==> src/rtl/seven_seg_scan_driver.sv <==
// rtl/seven_seg_scan_driver.sv - time-multiplexed N-digit seven-segment scan driver
module seven_seg_scan_driver #(
  parameter int NUM_DIGITS       = 4,
  parameter int SCAN_DIV         = 50000,
  parameter int BLANK_CYC        = 16,
  parameter int ANODE_ACTIVE_LOW = 1
) (
  input  logic                    clk,
  input  logic                    rst_n,
  input  logic                    enable,
  input  logic                    load,
  input  logic [4*NUM_DIGITS-1:0] value,
  input  logic [NUM_DIGITS-1:0]   dp_in,
  input  logic [NUM_DIGITS-1:0]   blank_in,
  output logic [7:0]              display,
  output logic [NUM_DIGITS-1:0]   anode,
  output logic                    frame_done,
  output logic                    pending
);

  localparam int CW = $clog2(SCAN_DIV);
  localparam int IW = (NUM_DIGITS > 1) ? $clog2(NUM_DIGITS) : 1;
  localparam logic [CW-1:0] CNT_LAST  = CW'(SCAN_DIV - 1);
  localparam logic [CW-1:0] BLANK_END = CW'(BLANK_CYC);
  localparam logic [IW-1:0] IDX_LAST  = IW'(NUM_DIGITS - 1);
  localparam logic [NUM_DIGITS-1:0] ANODE_OFF =
    (ANODE_ACTIVE_LOW != 0) ? {NUM_DIGITS{1'b1}} : {NUM_DIGITS{1'b0}};

  typedef enum logic [1:0] {
    IDLE  = 2'd0,
    BLANK = 2'd1,
    DRIVE = 2'd2
  } state_t;

  state_t                  state, state_nx;
  logic [CW-1:0]           count, count_nx;
  logic [IW-1:0]           idx, idx_nx;
  logic                    boundary;
  logic                    commit;

  logic [4*NUM_DIGITS-1:0] shadow_val, active_val;
  logic [NUM_DIGITS-1:0]   shadow_dp, active_dp;
  logic [NUM_DIGITS-1:0]   shadow_blank, active_blank;

  logic [3:0]              cur_nib;
  logic                    cur_dp;
  logic                    cur_blank;
  logic [NUM_DIGITS-1:0]   onehot;
  logic                    lit;
  logic [7:0]              display_nx;
  logic [NUM_DIGITS-1:0]   anode_nx;

  // Active-low segment pattern g..a for one hex nibble
  function automatic logic [6:0] seg7(input logic [3:0] n);
    case (n)
      4'h0: seg7 = 7'h40;
      4'h1: seg7 = 7'h79;
      4'h2: seg7 = 7'h24;
      4'h3: seg7 = 7'h30;
      4'h4: seg7 = 7'h19;
      4'h5: seg7 = 7'h12;
      4'h6: seg7 = 7'h02;
      4'h7: seg7 = 7'h78;
      4'h8: seg7 = 7'h00;
      4'h9: seg7 = 7'h18;
      4'hA: seg7 = 7'h08;
      4'hB: seg7 = 7'h03;
      4'hC: seg7 = 7'h46;
      4'hD: seg7 = 7'h21;
      4'hE: seg7 = 7'h06;
      default: seg7 = 7'h0E;
    endcase
  endfunction

  // Scan sequencing: blank phase then drive phase per slot; enable low parks in IDLE
  always_comb begin
    state_nx = state;
    count_nx = count;
    idx_nx   = idx;
    boundary = 1'b0;
    if (!enable) begin
      state_nx = IDLE;
      count_nx = '0;
      idx_nx   = '0;
    end else begin
      case (state)
        IDLE: begin
          state_nx = BLANK;
          count_nx = '0;
          idx_nx   = '0;
        end
        BLANK: begin
          count_nx = count + CW'(1);
          if (count_nx == BLANK_END) state_nx = DRIVE;
        end
        DRIVE: begin
          if (count == CNT_LAST) begin
            count_nx = '0;
            state_nx = BLANK;
            if (idx == IDX_LAST) begin
              idx_nx   = '0;
              boundary = 1'b1;
            end else begin
              idx_nx = idx + IW'(1);
            end
          end else begin
            count_nx = count + CW'(1);
          end
        end
        default: begin
          state_nx = IDLE;
          count_nx = '0;
          idx_nx   = '0;
        end
      endcase
    end
  end

  // A parked display may take a new frame immediately; a running one only between frames
  assign commit = pending && (boundary || (state == IDLE));

  // Select the current digit's data and build the next registered outputs
  always_comb begin
    cur_nib   = 4'h0;
    cur_dp    = 1'b0;
    cur_blank = 1'b0;
    onehot    = '0;
    for (int k = 0; k < NUM_DIGITS; k++) begin
      if (idx == IW'(k)) begin
        cur_nib   = active_val[4*k +: 4];
        cur_dp    = active_dp[k];
        cur_blank = active_blank[k];
        onehot[k] = 1'b1;
      end
    end
    lit = enable && (state == DRIVE);
    if (lit) begin
      display_nx = cur_blank ? 8'hFF : {~cur_dp, seg7(cur_nib)};
      anode_nx   = (ANODE_ACTIVE_LOW != 0) ? ~onehot : onehot;
    end else begin
      display_nx = 8'hFF;
      anode_nx   = ANODE_OFF;
    end
  end

  // Scan state register
  always_ff @(posedge clk or negedge rst_n) begin
    if (!rst_n) begin
      state <= IDLE;
      count <= '0;
      idx   <= '0;
    end else begin
      state <= state_nx;
      count <= count_nx;
      idx   <= idx_nx;
    end
  end

  // Double-buffered frame: load fills shadow, commit copies it to active
  always_ff @(posedge clk or negedge rst_n) begin
    if (!rst_n) begin
      shadow_val   <= '0;
      shadow_dp    <= '0;
      shadow_blank <= '0;
      active_val   <= '0;
      active_dp    <= '0;
      active_blank <= '0;
      pending      <= 1'b0;
    end else begin
      if (commit) begin
        active_val   <= shadow_val;
        active_dp    <= shadow_dp;
        active_blank <= shadow_blank;
      end
      if (load) begin
        shadow_val   <= value;
        shadow_dp    <= dp_in;
        shadow_blank <= blank_in;
        pending      <= 1'b1;
      end else if (commit) begin
        pending <= 1'b0;
      end
    end
  end

  // Registered display outputs and frame boundary pulse
  always_ff @(posedge clk or negedge rst_n) begin
    if (!rst_n) begin
      display    <= 8'hFF;
      anode      <= ANODE_OFF;
      frame_done <= 1'b0;
    end else begin
      display    <= display_nx;
      anode      <= anode_nx;
      frame_done <= boundary;
    end
  end

endmodule

==> config.mk <==
export PLATFORM = sky130hd
export DESIGN_NAME = seven_seg_scan_driver
export DESIGN_NICKNAME = d
export VERILOG_FILES = /design/src/rtl/seven_seg_scan_driver.sv
export SDC_FILE = /design/constraint.sdc
export NUM_CORES = 1
export LEC_CHECK = 0
export ABC_AREA = 1
export CAP_MARGIN = 20
export CORE_ASPECT_RATIO = 0.7
export CORE_MARGIN = 2
export CORE_UTILIZATION = 35
export DETAILED_ROUTE_END_ITERATION = 16
export PLACE_DENSITY = 0.53
export SLEW_MARGIN = 20
export SYNTH_ARGS = -nofsm -noshare
export SYNTH_HDL_FRONTEND = slang
export SYNTH_SLANG_ARGS = --single-unit
==> constraint.sdc <==
create_clock -name clk -period 4.9 [get_ports clk]
set_input_delay 0.735 -clock clk [delete_from_list [all_inputs] [get_ports clk]]
set_output_delay 0.735 -clock clk [all_outputs]
set_load 0.01 [all_outputs]
==> flow_summary.toml <==
[placed_design]
port_buffers = 41
dp_hpwl_mm = 5.89
routabilityCongestion = 0.806
post-place-ws_ps = 2060
place_area_um2 = 4540

[logic_synthesis]
yosys_warnings = 0
synth_area_leaders = "dfrtp_1 44%, nand2_1 13%, dfstp_2 7.9%"
synth_top_area_frac = 0.438
syn_inst = 471
syn_area_um2 = 4000
avgSynthCellArea_um2 = 8.50
ys_seq_area_frac = 0.517
synth-seq-cells = 82
syn_nets = 515
yosysUniqueCellTypes = 32
yosysTopAreaCell = "dfrtp_1"

[grt]
overflow = 0
grt_max_degree = 83
grt_pass1_vias = 2810
grt_pass1_wl_mm = 14.0
antenna_found_initial = 0
grt_usage = 0.148

[route]
first_iter_violations = 192
drt-pass1-iter-count = 4
wirelength_mm = 8.41
ant_nets = 0
drc_errors = 0
post_drt_wl_per_cell_um = 12.6
routed_via_density = 4.61
vias = 3087

[worst_hold_path]
min_path_type = "in2async"

[floorplanning]
io_pins = 42
dieArea_um2 = 12300
fp.dieW_um = 132
core_um2 = 11100
die-height_um = 93.5
rows = 32
initial_core_util = 0.361

[sta]
relSlewSlack = 0.489
fmax_ghz = 0.370
finClkSkew_ps = 6.33
setup_ws_ps = 2200
min_period_over_period = 0.552
finalMaxSlewViolations = 0
hold_viol = 0
fin_tns_setup_ps = 0
worst_slew_pin_slew_ps = 767
setup_violations = 0
period_needed_ps = 2700
rsz0062_at_grt = "no"

[clocking]
post_cts_buffers = 0
holdBufCountCts = 0
numCtsBuffers = 9
htree_levels = 3
clk_latency_ps = 340
cts_tree = "yes"
clock_sinks = 82
root_buffer = "clkbuf_16"
cts.clk_slew.worst_paths_ps = 70
cts_max_path_buffers = 2
cts-resized-gates = 0

[layout]
most-common-layout-cells = "135 x nand2_1, 70 x dfrtp_1, 52 x inv_1"
final_area_um2 = 4850
final_common_cell = "nand2_1"
fin_nets = 556
regArea_um2 = 2070
fill_cells = 1109
drive_above_1_share = 0.114
multi_input_area_um2 = 1650
syn_to_final_growth_pct = 21.2
num_antenna_cells = 0

[setup_path]
r2r_start = "idx[0]"
critPathSlowestCell = "a22oi_1"
cpPeakStageDelay_ps = 540
r2r_setup_slack_ps = 2200
r2r_cells = 11
worstPathCellList = "inv_1 > ha_1 > inv_1 > nor2_1 > nor2_1 > a22oi_1 > inv_1 > ha_1 > nand2_1 > nand2_1 > o211ai_1"
endpoint_kind = "flip-flop"
path_class = "reg2reg"
required_ps = 5160
crit_top_cell = "inv_1"
worstSetupStartpoint = "idx[0]"
r2r_end = "display[3]"
cp-start-kind = "flip-flop"
crit_fanout = 8
crit_arrival_ps = 2960

[pwr]
p_leak_uw = 0.00220
finalPower_uw = 1730
p_per_area_nw_per_um2 = 358
ir_drop_mv = 0.176

[flow_run]
drv_cap = 0

[run_status]
outcome = "finished, final reports clean"
-- sequential cells by signal, summed over array words and instances (netlist names), 8 cells and up --
name	count
count	16
active_val	16
shadow_val	16
display	8
-- metal layers --
metal | wire (um) | up-vias | global-route usage
met5 | 0 | - | 0
li1 | - | 1590 | -
met4 | 130 | 0 | 0.0571
met3 | 380 | 8 | 0.0417
met2 | 3370 | 79 | 0.202
met1 | 4530 | 1410 | 0.220
-- worst max path at each step --
stage,to,cells past startpoint
final,display[3],11
after global routing,display[3],11
after CTS,display[3],11
after detailed placement,active_val[1],7
after global placement,active_val[1],7
after floorplan,display[3],12
-- synth_stat cells --
cell	count
a21oi_1	11
inv_2	5
dfrtp_1	70
a22oi_4	1
dfstp_2	12
nand4_1	8
o211ai_1	6
ha_1	16
a22oi_1	2
a21o_1	1
o21a_1	1
o311ai_0	1
clkbuf_1	5
buf_4	2
o21ai_0	34
inv_1	52
o21bai_1	2
o21ai_2	5
nor2_2	5
nand2_2	5
nand3b_1	1
nand2_1	135
nor2_4	4
nor2_1	34
xor2_1	1
nor3_1	2
nand3_1	22
o21ai_1	18
nand3_2	3
a31oi_1	1
buf_2	4
buf_6	2
-- metrics by stage --
step                hold slack [ps]  cells  utilization
floorplan                       409    471            -
global route                    470    670        0.437
detailed placement              452    653        0.409
CTS                             464    669        0.434
finish                          392    670        0.437
global placement                458    653        0.409
-- report_power, final --
part           switching (uW)  total, uW  internal [uW]  leakage, uW
clock                     286        632            346     0.000128
combinational             186        300            114      0.00105
sequential               47.3        802            755      0.00102
total                     519       1730           1220      0.00220
-- area by class of cell --
cell class,instances,share of cell area
repair buffers,43,0.0921
inverters,57,0.0441
multi-input cells,319,0.341
clock inverters,7,0.0111
clock buffers,9,0.0464
flip-flops and latches,82,0.426
well taps,153,0.0395
-- logic make-up (layout without fill, tap and decap cells) --
| logic type | Yosys count | count (layout) | share of synthesized area |
|---|---|---|---|
| AND/OR/NAND/NOR | 219 | 219 | 0.237 |
| AO/OA/AOI/OAI | 83 | 83 | 0.121 |
| flip-flops | 82 | 82 | 0.517 |
| buffers and inverters | 70 | 116 | 0.0725 |
| adder cells (fa/ha/maj) | 16 | 16 | 0.0500 |
| XOR/XNOR | 1 | 1 | 0.00219 |
-- worst max-delay path, delay by kind of cell, from the launching register on --
family | cells | cell delay [ps]
flip-flops | 1 | 400
AND/OR/NAND/NOR | 4 | 290
buffers and inverters | 3 | 510
AO/OA/AOI/OAI | 2 | 730
adder cells (fa/ha/maj) | 2 | 690
Note: power is estimated with default switching activity, not from simulation.
